--- src/rtl/sram_like_arbiter.sv ---
// Two-master to one-slave SRAM-like arbiter with locked grants and an in-order
// owner FIFO that steers each response back to the master that issued it.
module sram_like_arbiter #(
  parameter int unsigned ADDR_W          = 32,
  parameter int unsigned DATA_W          = 32,
  parameter int unsigned MAX_OUTSTANDING = 4,
  parameter int unsigned DATA_PRIO       = 1
) (
  input  logic                                   clk,
  input  logic                                   resetn,
  input  logic                                   m0_req,
  input  logic                                   m0_wr,
  input  logic [1:0]                             m0_size,
  input  logic [DATA_W/8-1:0]                    m0_wstrb,
  input  logic [ADDR_W-1:0]                      m0_addr,
  input  logic [DATA_W-1:0]                      m0_wdata,
  output logic                                   m0_addr_ok,
  output logic                                   m0_data_ok,
  output logic [DATA_W-1:0]                      m0_rdata,
  input  logic                                   m1_req,
  input  logic                                   m1_wr,
  input  logic [1:0]                             m1_size,
  input  logic [DATA_W/8-1:0]                    m1_wstrb,
  input  logic [ADDR_W-1:0]                      m1_addr,
  input  logic [DATA_W-1:0]                      m1_wdata,
  output logic                                   m1_addr_ok,
  output logic                                   m1_data_ok,
  output logic [DATA_W-1:0]                      m1_rdata,
  output logic                                   s_req,
  output logic                                   s_wr,
  output logic [1:0]                             s_size,
  output logic [DATA_W/8-1:0]                    s_wstrb,
  output logic [ADDR_W-1:0]                      s_addr,
  output logic [DATA_W-1:0]                      s_wdata,
  input  logic                                   s_addr_ok,
  input  logic                                   s_data_ok,
  input  logic [DATA_W-1:0]                      s_rdata,
  output logic [$clog2(MAX_OUTSTANDING+1)-1:0]   outstanding,
  output logic                                   proto_err
);

  localparam int unsigned IDX_W = $clog2(MAX_OUTSTANDING);
  localparam int unsigned PTR_W = IDX_W + 1;
  localparam int unsigned CNT_W = $clog2(MAX_OUTSTANDING + 1);

  logic                       active_q;
  logic                       lock_q;
  logic                       lock_id_q;
  logic                       last_q;
  logic                       proto_err_q;
  logic [PTR_W-1:0]           wptr_q;
  logic [PTR_W-1:0]           rptr_q;
  logic [MAX_OUTSTANDING-1:0] owner_q;

  logic cand;
  logic cand_req;
  logic fifo_empty;
  logic fifo_full;
  logic push;
  logic pop;
  logic head;

  // Candidate: locked master first, then priority or round-robin on a tie.
  always_comb begin
    cand = 1'b0;
    if (lock_q) begin
      cand = lock_id_q;
    end else if (m0_req && m1_req) begin
      cand = (DATA_PRIO != 0) ? 1'b1 : ~last_q;
    end else begin
      cand = m1_req;
    end
  end

  assign cand_req   = cand ? m1_req : m0_req;
  assign fifo_empty = (wptr_q == rptr_q);
  assign fifo_full  = (wptr_q[PTR_W-1] != rptr_q[PTR_W-1]) &&
                      (wptr_q[IDX_W-1:0] == rptr_q[IDX_W-1:0]);

  // active_q drops asynchronously with reset so the request path is quiet in reset.
  assign s_req   = active_q & cand_req & ~fifo_full;
  assign push    = s_req & s_addr_ok;
  assign pop     = s_data_ok & ~fifo_empty;
  assign head    = owner_q[rptr_q[IDX_W-1:0]];

  assign s_wr    = cand ? m1_wr    : m0_wr;
  assign s_size  = cand ? m1_size  : m0_size;
  assign s_wstrb = cand ? m1_wstrb : m0_wstrb;
  assign s_addr  = cand ? m1_addr  : m0_addr;
  assign s_wdata = cand ? m1_wdata : m0_wdata;

  assign m0_addr_ok = push & ~cand;
  assign m1_addr_ok = push & cand;
  assign m0_data_ok = pop & ~head;
  assign m1_data_ok = pop & head;
  assign m0_rdata   = s_rdata;
  assign m1_rdata   = s_rdata;

  assign outstanding = CNT_W'(wptr_q - rptr_q);
  assign proto_err   = proto_err_q;

  // Lock, last-grant, owner FIFO and sticky error state.
  always_ff @(posedge clk or negedge resetn) begin
    if (!resetn) begin
      active_q    <= 1'b0;
      lock_q      <= 1'b0;
      lock_id_q   <= 1'b0;
      last_q      <= 1'b0;
      proto_err_q <= 1'b0;
      wptr_q      <= '0;
      rptr_q      <= '0;
      owner_q     <= '0;
    end else begin
      active_q  <= 1'b1;
      lock_q    <= s_req & ~s_addr_ok;
      lock_id_q <= cand;
      if (push) begin
        owner_q[wptr_q[IDX_W-1:0]] <= cand;
        wptr_q                     <= wptr_q + PTR_W'(1);
        last_q                     <= cand;
      end
      if (pop) begin
        rptr_q <= rptr_q + PTR_W'(1);
      end
      if (s_data_ok && fifo_empty) begin
        proto_err_q <= 1'b1;
      end
    end
  end

endmodule

--- config.mk ---
export PLATFORM = sky130hd
export DESIGN_NAME = sram_like_arbiter
export DESIGN_NICKNAME = d
export VERILOG_FILES = /design/src/rtl/sram_like_arbiter.sv
export SDC_FILE = /design/constraint.sdc
export NUM_CORES = 1
export LEC_CHECK = 0
export BUFFER_PORTS_ARGS = -buffer_cell sky130_fd_sc_hd__buf_2
export CAP_MARGIN = 20
export CORE_AREA = 4 4 124 126
export DETAILED_ROUTE_END_ITERATION = 8
export DIE_AREA = 0 0 128 130
export SYNTH_ARGS = -nofsm -noshare
export SYNTH_HDL_FRONTEND = slang
export SYNTH_SLANG_ARGS = --single-unit
--- constraint.sdc ---
create_clock -name clk -period 5.55 [get_ports clk]
set_clock_uncertainty 0.05 [all_clocks]
set_input_delay 1.11 -clock clk [delete_from_list [all_inputs] [get_ports clk]]
set_output_delay 1.11 -clock clk [all_outputs]
set_load 0.05 [all_outputs]
=== Word level (Yosys, flattened, before mapping) ===
Index checks and enable logic that the tools add are counted.

* Flip-flop bits (word level): 14
* Logic and storage cells: 47

* Equality and inequality tests: 3
* Add/sub/neg operators: 3
* Magnitude comparators: 3
* Reduce and logical (&&, ||, !) cells: 4
* Multiplexer cells: 13
* Bitwise logic cells: 14

{| class="wikitable"
|+ Operators by type and width
! operator !! number
|-
| 32-bit two-way mux || 2
|-
| 1-bit bitwise AND || 9
|-
| 3-bit by 1-bit adder with 3-bit output, second input constant || 2
|-
| 2-bit by 3-bit less-than comparator with 1-bit output, second input constant || 2
|-
| 1-bit two-way mux || 6
|-
| 1-bit inverter || 5
|-
| 4-bit bitwise mux || 1
|-
| 1-bit logical AND || 4
|-
| 4-bit two-way mux || 1
|-
| 3-bit equality test || 1
|-
| 3-bit subtractor || 1
|-
| 1-bit binary-select mux with 2-bit select || 1
|-
| 1-bit demux with 2-bit select || 1
|-
| 2-bit equality test || 1
|-
| 2-bit by 1-bit >= comparator with 1-bit output, second input constant || 1
|-
| 2-bit two-way mux || 1
|-
| 1-bit inequality test || 1
|}

=== Logic depth before layout (Yosys ltp) ===
Gate-level depths: netlist of run 1.

* Depth in word-level cells: 8
* Gate-level depth with buffers: 6

=== Worst setup path before layout of run 1 ===
OpenSTA, ideal clock, no wires.

* Path type: input -> output
* From: input m0_req
* To: output m0_addr_ok
* Arrival time: 2.489 ns
* Stages: 4
* Setup slack: 1.901 ns
* Required time: 4.390 ns
* Cells stage by stage: a21boi_1 o2bb2ai_2 or3_4 nor2_1

* Cells in the longest elaborated chain, start to end: 8
* Elaborated cells on any way between the ends: 9

{| class="wikitable"
|+ Ends and longest elaborated chain
! element !! line !! RTL
|-
| start: declaration || 11 || <nowiki>input logic m0_req,</nowiki>
|-
| 1-bit logical AND || 68 || <nowiki>end else if (m0_req && m1_req) begin</nowiki>
|-
| 1-bit two-way mux || 68 ||
|-
| 1-bit two-way mux || 66 || <nowiki>if (lock_q) begin</nowiki>
|-
| 1-bit two-way mux || 75 || <nowiki>assign cand_req = cand ? m1_req : m0_req;</nowiki>
|-
| 1-bit bitwise AND (2 in a row) || 81 || <nowiki>assign s_req = active_q & cand_req & ~fifo_full;</nowiki>
|-
| 1-bit bitwise AND || 82 || <nowiki>assign push = s_req & s_addr_ok;</nowiki>
|-
| 1-bit bitwise AND * || 92 || <nowiki>assign m0_addr_ok = push & ~cand;</nowiki>
|-
| end: declaration || 17 || <nowiki>output logic m0_addr_ok,</nowiki>
|}

Mark *: on every way between the ends. The rest lies on a longest branch, timed or not.

=== Worst setup path after layout of run 1 ===
* From: input m1_req
* To: output s_wdata[5]

* Cells in the longest elaborated chain, start to end: 4

{| class="wikitable"
|+ Ends and longest elaborated chain
! element !! line !! RTL
|-
| start: declaration || 20 || <nowiki>input logic m1_req,</nowiki>
|-
| 1-bit logical AND || 68 ||
|-
| 1-bit two-way mux * || 68 ||
|-
| 1-bit two-way mux * || 66 ||
|-
| 32-bit two-way mux * || 90 || <nowiki>assign s_wdata = cand ? m1_wdata : m0_wdata;</nowiki>
|-
| end: declaration || 34 || <nowiki>output logic [DATA_W-1:0] s_wdata,</nowiki>
|}

Marked as above.

==> flow_metrics.tcl, run 1 <==
set metrics [dict create \
    status "finished clean" \
    synth_area_per_cell_um2 5.96 \
    tritoncts "built" \
    placed_cell_area_mm2 0.00300 \
    clk_path_buf_depth 2 \
    antenna_found_initial 0 \
    final_nets 704 \
    rsz0062_at_grt "no" \
    die_w_um 128 \
    synthCells 362 \
    hold_path.class "reg -> reg" \
    end_kind "output pin" \
    syn_nets 550 \
    regArea_um2 350 \
    grt_start_max_net_pins 76 \
    p_total_w 0.00138 \
    insertion_delay_ns 0.24 \
    coreArea_mm2 0.0143 \
    ys_warn_count 0 \
    postCtsHoldBufs 0 \
    synthToLayoutAreaGrowth_pct 43.4 \
    max_slew_margin_pct 43.2 \
    die_h_um 130 \
    cts.clk_slew.worst_paths_ns 0.05 \
    fp.dieArea_mm2 0.0166 \
    startpoint_type "input pin" \
    drt-wirelength-per-cell_um 12.2 \
    ys_seq_area_share_pct 16.3 \
    fin_area_mm2 0.00309 \
    p_per_area_mw_per_mm2 448 \
    diodes 0 \
    place.gp.congestion 0.728 \
    initial_core_util_pct 15.1 \
    grt_pass1_wl_um 12000 \
    htree_levels 1 \
    min_period_ns 3.90 \
    leakage_nw 1.97 \
    grt_overflow 0 \
    fin_util_pct 21.6 \
    tns_ns 0 \
    cts_setup_buffers 0 \
    drc 0 \
    path_max_fanout 51 \
    ctsResizeCount 0 \
    slew_viol_final 0 \
    grt_pass1_vias 2426 \
    tightest_slew_ns 0.852 \
    fmax_mhz 256 \
    synth_flop_cell "dfrtp_1" \
    dpl.hpwl_um 7010 \
    fill_cells 1640 \
    numCtsBuffers 3 \
    synth_edf_count 0 \
    grt_use_total_pct 9.00 \
    setup_viol 0 \
    peakVddDrop_v 0.000187 \
    vias_per_cell 3.73 \
    max-cap-violations 0 \
    rows 44 \
    worst_ep_arrival_time_ns 2.74 \
    drtIter0Drc 85 \
    clockRootBuffer "clkbuf_16" \
    postRouteAntennaNets 0 \
    path_class "in -> out" \
    via_count 2609 \
    yosys_register_bits 14 \
    critPathRequiredTime_ns 4.39 \
    netlist_area_mm2 0.00216 \
    synth_cell_types 31 \
    post-place-ws_ns 1.57 \
    drt_first_pass_iters 4 \
    clock-sinks 14 \
    portBuffers 227 \
    drive_gt1_share_pct 47.2 \
    ioPinCount 324 \
    fin_crit_sh_pct 70.2 \
    multi_input_area_mm2 0.00124 \
    routed_wl_um 8500 \
    final.setup.worst_slack_ns 1.65 \
    finalHoldViolCount 0 \
    async_reset_ff_share_pct 100 \
]
==> cells by family after synthesis <==
logic type      count (synthesis)  synth area share, %
simple gates                  225                 39.8
buf+inv                        89                 27.0
compound gates                 14                 5.28
flops                          14                 16.3
fa+ha+maj                       8                 4.99
xor+xnor                        6                 3.31
mux                             5                 3.25
other cells                     1                0.174
==> critical path, stage by stage <==
cell,delay (ns)
buf_2,0.12
mux2i_4,0.07
inv_2,0.61
buf_4,0.41
nand2_1,0.08
nand2_1,0.07
buf_2,0.26
==> registers in the layout (all words and copies together), names as in the netlist <==
name	flops
rptr_q	3
proto_err	1
active_q	1
owner_q	4
wptr_q	3
lock_q	1
lock_id_q	1
==> routing by layer <==
layer | wire (um) | GRT usage [%]
met4 | 154 | 2.87
met3 | 958 | 2.99
met1 | 3420 | 11.7
met2 | 3970 | 14.2
met5 | 0 | 0
==> placed cells by master, fill, tap and decap left out <==
cell         n
xor2_1       2
mux2_4       1
mux2_1       1
or3_4        1
xnor2_1      3
clkbuf_16    3
conb_1       1
nor3_1       2
fa_1         1
ha_1         7
o31ai_1      3
o21ai_1      3
mux2_2       1
clkbuf_8     1
a21boi_1     1
inv_2        1
a41o_1       1
xnor2_4      1
dfrtp_1     14
nand2_1    215
mux2i_4      1
inv_1        8
buf_4        2
nor2b_1      1
a31o_2       1
buf_2      227
o2111ai_1    3
o2bb2ai_2    1
o21ai_2      1
nor2_1       6
mux4_2       1
==> power breakdown <==
part	leakage, nW	total (W)	switching (W)	internal [W]
logic	1.76	0.00104	0.000757	0.000281
clock network	0.0442	0.000151	0.0000419	0.000109
registers	0.166	0.000196	0.0000501	0.000146
total	1.97	0.00138	0.000849	0.000536
==> synthesized netlist by cell type (all sizes together), types with 3 or more instances <==
| master | count | share of area (%) |
|---|---|---|
| nand2 | 215 | 37 |
| buf | 71 | 24 |
| dfrtp | 14 | 16 |
| clkbuf | 9 | 1.6 |
| inv | 9 | 1.6 |
| ha | 7 | 4.1 |
| nor2 | 6 | 1.0 |
| o21ai | 4 | 1.1 |
| xnor2 | 4 | 2.5 |
| mux2 | 3 | 1.7 |
| o2111ai | 3 | 1.2 |
| o31ai | 3 | 1.0 |
==> worst paths after layout <==
kind,start,to,slack (ns),depth (start not counted)
worst min register to register,proto_err,proto_err,0.41,1
max in group asynchronous,resetn,rptr_q[0],4.50,1
min in group asynchronous,resetn,proto_err,0.71,1
worst min-delay path,proto_err,proto_err,0.41,1
worst max register to register,wptr_q[0],owner_q[3],3.53,6
worst max-delay path,m1_req,s_wdata[5],1.65,7
==> stage by stage <==
| stage | cells | hold slack [ns] |
|---|---|---|
| after floorplan | 362 | 0.403 |
| after global placement | 695 | 0.402 |
| after detailed placement | 695 | 0.401 |
| after CTS | 699 | 0.413 |
| after global routing | 699 | 0.444 |
| final | 699 | 0.407 |
==> layout make-up <==
type | instances | area share, %
inverter | 9 | 1.09
tap | 184 | 7.45
clock buffer | 4 | 2.87
timing repair buffer | 229 | 37.2
multi-input combinational | 259 | 40.0
sequential | 14 | 11.3
Note: power is estimated with default switching activity, not from simulation.
==> run 2: changes to the inputs <==
Settings changed: ABC_AREA set to 1, CORE_AREA 4 4 124 126 to 4 4 122 124, DIE_AREA 0 0 128 130 to 0 0 126 128.
Clock period 5.55 ns to 3.3 ns, I/O delays scaled along.
==> flow_metrics.tcl, run 2 <==
set metrics [dict create \
    htree_levels 1 \
    drtIter0Drc 76 \
    r2r_slack_ns 1.59 \
    finalHoldViolCount 0 \
    syn_nets 580 \
    ioPinCount 324 \
    fmax_mhz 363 \
    tritoncts "built" \
    setup_viol 0 \
    grt_overflow 0 \
    netlist_area_mm2 0.00225 \
    path_class "reg -> out" \
    synth_edf_count 0 \
    met3_usage_pct 2.50 \
    largest_reg_flops 4 \
    slew_viol_final 0 \
    startpoint_type "register" \
    cts.clk_slew.worst_paths_ns 0.05 \
    ys_seq_area_share_pct 15.6 \
    ctsResizeCount 0 \
    synth_most_common_cell "nand2_1" \
    multi_input_area_mm2 0.00128 \
    max-cap-violations 0 \
    vias_per_cell 3.75 \
    hold_path.class "in -> async" \
    yosysTopAreaCell "nand2_1" \
    fin_area_mm2 0.00320 \
    synth_area_per_cell_um2 5.74 \
    worst_ep_arrival_time_ns 2.04 \
    rows 43 \
    seq_power_share_pct 13.2 \
    mostFrequentLayoutCell "nand2_1" \
    clock-sinks 14 \
    use_met1_pct 10.6 \
    async_reset_ff_share_pct 100 \
    tns_ns 0 \
    critPathRequiredTime_ns 2.59 \
    fin_crit_sh_pct 83.5 \
    drt-wirelength-per-cell_um 11.6 \
    p_int_w 0.000867 \
    die_h_um 128 \
    drc 0 \
    postRouteAntennaNets 0 \
    cts_setup_buffers 0 \
    fill_cells 1588 \
    numCtsBuffers 3 \
    clockPowerShare_pct 11.1 \
    p_sw_w 0.00143 \
    coreArea_mm2 0.0138 \
    leakage_nw 2.09 \
    routed_wl_um 8450 \
    post-place-ws_ns 0.740 \
    r2r-start "wptr_q[0]" \
    synthCells 392 \
    drive_gt1_share_pct 45.9 \
    yosys_register_bits 14 \
    rsz0062_at_grt "no" \
    grt_pass1_wl_um 12300 \
    end_kind "output pin" \
    synth_cell_types 27 \
    grt_use_total_pct 9.08 \
    path_max_fanout 6 \
    final.setup.worst_slack_ns 0.546 \
    drt_first_pass_iters 4 \
    synthTopCellsByArea "nand2_1, buf_4, dfrtp_1" \
    combPwrFrac_pct 75.7 \
    diodes 0 \
    clockRootBuffer "clkbuf_16" \
    grt_pass1_vias 2562 \
    status "finished clean" \
    peakVddDrop_v 0.000353 \
    die_w_um 126 \
    top_usage_layer "met2" \
    synthToLayoutAreaGrowth_pct 42.2 \
    portBuffers 227 \
    synthTopCellsByCount "nand2_1, buf_4, dfrtp_1" \
    p_sw_share_pct 62.3 \
    placed_cell_area_mm2 0.00311 \
    place.gp.congestion 0.739 \
    p_per_area_mw_per_mm2 719 \
    ys_warn_count 0 \
    layout_common_cells "nand2_1, buf_2, dfrtp_1" \
    final_nets 736 \
    rr_endpoint "wptr_q[1]" \
    top_register "owner_q" \
    top_regs "owner_q x4, rptr_q x3, wptr_q x3" \
    fp.dieArea_mm2 0.0161 \
    met2_usage_pct 15.3 \
    initial_core_util_pct 16.3 \
    dpl.hpwl_um 7120 \
    postCtsHoldBufs 0 \
    antenna_found_initial 0 \
    clk_path_buf_depth 2 \
    worst-r2r-cell-count 10 \
    regArea_um2 350 \
    via_count 2724 \
    insertion_delay_ns 0.24 \
    yosysTopAreaCellShare_pct 39.2 \
    synth_flop_cell "dfrtp_1" \
    min_period_ns 2.75 \
    grt_start_max_net_pins 46 \
]
run 2: cell types whose count changed after synthesis, moves of 4 or more:
cell | previous run | this run
nand2_1 | 215 | 235
nand4_1 | 0 | 8
clkbuf_1 | 9 | 3
nand2_2 | 0 | 4
run 2: worst max-delay path by stage:
| stage | start | end | cells past startpoint | slack [ns] |
|---|---|---|---|---|
| after floorplan | wptr_q[0] | m0_addr_ok | 9 | 0.49 |
| after global placement | m1_req | s_wstrb[2] | 7 | 0.75 |
| after detailed placement | m1_req | s_addr[14] | 8 | 0.74 |
| after CTS | wptr_q[0] | m1_addr_ok | 10 | 0.52 |
| after global routing | wptr_q[0] | m0_addr_ok | 10 | 0.39 |
| final | wptr_q[0] | m1_addr_ok | 10 | 0.55 |
run 2: kinds of logic after synthesis:
family	Yosys count	synth area share (%)
other	1	0.167
flip-flops	14	15.6
XOR/XNOR	4	1.56
adder cells (fa/ha/maj)	8	4.79
AO/OA/AOI/OAI	8	3.06
AND/OR/NAND/NOR	262	47.3
buffers and inverters	95	27.5
run 2: stage by stage:
| step | instances | power (W) | util [%] | hold WS, ns |
|---|---|---|---|---|
| floorplan | 392 | 0.00183 | - | 0.314 |
| global placement | 723 | 0.00205 | 22.6 | 0.402 |
| detailed placement | 723 | 0.00205 | 22.6 | 0.408 |
| CTS | 727 | 0.00232 | 23.2 | 0.269 |
| global route | 727 | 0.00246 | 23.2 | 0.281 |
| finish | 727 | 0.00230 | 23.2 | 0.255 |
run 2: cell type report:
| type | instances | share of cell area [%] |
|---|---|---|
| inverter | 15 | 1.76 |
| sequential | 14 | 11.0 |
| multi-input combinational | 283 | 40.1 |
| timing repair buffer | 231 | 37.4 |
| clock buffer | 4 | 2.78 |
| tap | 180 | 7.04 |
run 2: per-layer routing:
metal | up-vias | wire, um
li1 | 1422 | -
met1 | 1101 | 3090
met2 | 157 | 4050
met3 | 44 | 899
met4 | 0 | 412
met5 | - | 0
run 2: worst max-delay path, stage by stage, from the launching register on:
cell	delay, ns
dfrtp_1	0.39
inv_1	0.11
ha_1	0.32
nand2_1	0.14
inv_2	0.08
nand2_2	0.09
nand2_4	0.06
nor2_8	0.15
nand2_4	0.08
nor2_1	0.09
buf_2	0.27
run 2: power by group through the flow:
stage / Sequential [W] / Combinational [W] / Clock (W)
6_report: 0.000303 / 0.00174 / 0.000256
3_3_place_gp: 0.000305 / 0.00175 / 0
5_1_grt: 0.000313 / 0.00188 / 0.000273
2_1_floorplan: 0.000306 / 0.00153 / 0
3_5_place_dp: 0.000305 / 0.00175 / 0
4_1_cts: 0.000303 / 0.00176 / 0.000260
==> run 3: changes to the inputs <==
Settings changed: CORE_AREA 4 4 122 124 to 4 4 123 125, DIE_AREA 0 0 126 128 to 0 0 127 129.
Clock period 3.3 ns to 2.8 ns, I/O delays scaled along.
==> flow_metrics.tcl, run 3 (same netlist as run 2, synthesis figures left out) <==
set metrics [dict create \
    grt_pass1_vias 2471 \
    numCtsBuffers 3 \
    critPathRequiredTime_ns 2.19 \
    rows 43 \
    place.gp.congestion 0.777 \
    drive_gt1_share_pct 45.8 \
    diodes 0 \
    startpoint_type "register" \
    die_w_um 127 \
    max-cap-violations 0 \
    crit_top_cell "nand2_4" \
    end_kind "output pin" \
    routed_wl_um 8940 \
    worst_path_max_delay_cell "dfrtp_1" \
    final_nets 736 \
    p_per_area_mw_per_mm2 841 \
    max_stage_delay_ns 0.38 \
    largest_reg_flops 4 \
    portBuffers 227 \
    cts_setup_buffers 0 \
    htree_levels 1 \
    fin_crit_sh_pct 93.9 \
    fill_cells 1584 \
    setup_viol 0 \
    fmax_mhz 380 \
    grt_start_max_net_pins 47 \
    grt_overflow 0 \
    drt_first_pass_iters 4 \
    finalHoldViolCount 0 \
    tritoncts "built" \
    cts.clk_slew.worst_paths_ns 0.05 \
    vias_per_cell 3.90 \
    drt-wirelength-per-cell_um 12.3 \
    via_count 2830 \
    synthToLayoutAreaGrowth_pct 43.5 \
    antenna_found_initial 0 \
    slew_viol_final 0 \
    postRouteAntennaNets 0 \
    top_regs "owner_q x4, rptr_q x3, wptr_q x3" \
    grt_use_total_pct 9.35 \
    status "finished clean" \
    die_h_um 129 \
    tns_ns 0 \
    ioPinCount 324 \
    min_period_ns 2.63 \
    worst_ep_arrival_time_ns 2.02 \
    clock-sinks 14 \
    drc 0 \
    drtIter0Drc 75 \
    mostFrequentLayoutCell "nand2_1" \
    clockRootBuffer "clkbuf_16" \
    insertion_delay_ns 0.25 \
    hold_path.class "in -> async" \
    initial_core_util_pct 16.2 \
    coreArea_mm2 0.0139 \
    postCtsHoldBufs 0 \
    top_register "owner_q" \
    dpl.hpwl_um 7680 \
    fp.dieArea_mm2 0.0164 \
    p_total_w 0.00271 \
    path_max_fanout 6 \
    grt_pass1_wl_um 12300 \
    path_class "reg -> out" \
    path_cells "inv_1 > ha_1 > nand2_1 > inv_2 > nand2_2 > nand2_4 > nor2_8 > nand2_4 > nor2_1 > buf_2" \
    clk_path_buf_depth 2 \
    leakage_nw 2.09 \
    layout_common_cells "nand2_1, buf_2, dfrtp_1" \
    peakVddDrop_v 0.000490 \
    r2r_slack_ns 1.11 \
]
run 3: worst paths after layout:
check                          start    endpoint  cells after the start
setup / recovery           wptr_q[0]  m1_addr_ok                     10
hold / removal                resetn   rptr_q[1]                      1
setup reg to reg           wptr_q[0]   wptr_q[1]                      9
hold reg to reg            proto_err   proto_err                      1
max in group asynchronous     resetn      lock_q                      1
min in group clk           proto_err   proto_err                      1
run 3: what timing repair did:
item / CTS / global route
resized for setup: 0 / 1
setup endpoints to repair: 0 / 1
hold endpoints to repair: 0 / 0
run 3: where the power goes:
part / leakage [nW] / switching, W / internal, W / total [W]
clock network: 0.0370 / 0.0000819 / 0.000187 / 0.000269
registers: 0.170 / 0.0000763 / 0.000283 / 0.000359
logic: 1.89 / 0.00155 / 0.000540 / 0.00209
total: 2.09 / 0.00170 / 0.00101 / 0.00271
run 3: worst max-delay path: cells and delay by family (launching register included):
| kind | cells | cell delay (ns) |
|---|---|---|
| fa+ha+maj | 1 | 0.32 |
| simple gates | 6 | 0.61 |
| buf+inv | 3 | 0.46 |
| flops | 1 | 0.38 |
run 3: per-stage QoR:
stage	hold slack [ns]	setup WS [ns]	cell area (um2)	std cells	util (%)
final	0.162	0.172	3230	726	23.2
after global routing	0.179	-0.00537	3230	726	23.2
after CTS	0.170	0.161	3220	726	23.2
after detailed placement	0.418	0.431	3150	723	22.7
after global placement	0.425	0.461	3150	723	22.7
after floorplan	0.214	0.0863	2250	392	-
run 3: metal layers:
layer  vias up  global-route usage (%)  share of wire [%]
li1       1425                       -                  -
met1      1197                    11.3                 37
met2       165                    16.0                 49
met3        43                    1.58                9.6
met4         0                    4.86                4.5
met5         -                       0                  0
run 3: cell type report:
| type | count | area (um2) | share of cell area [%] |
|---|---|---|---|
| Sequential cell | 14 | 350 | 10.9 |
| Clock buffer | 3 | 75.1 | 2.33 |
| Inverter | 15 | 56.3 | 1.74 |
| Timing Repair Buffer | 231 | 1240 | 38.4 |
| Tap cell | 180 | 225 | 6.98 |
| Multi-Input combinational cell | 283 | 1280 | 39.7 |
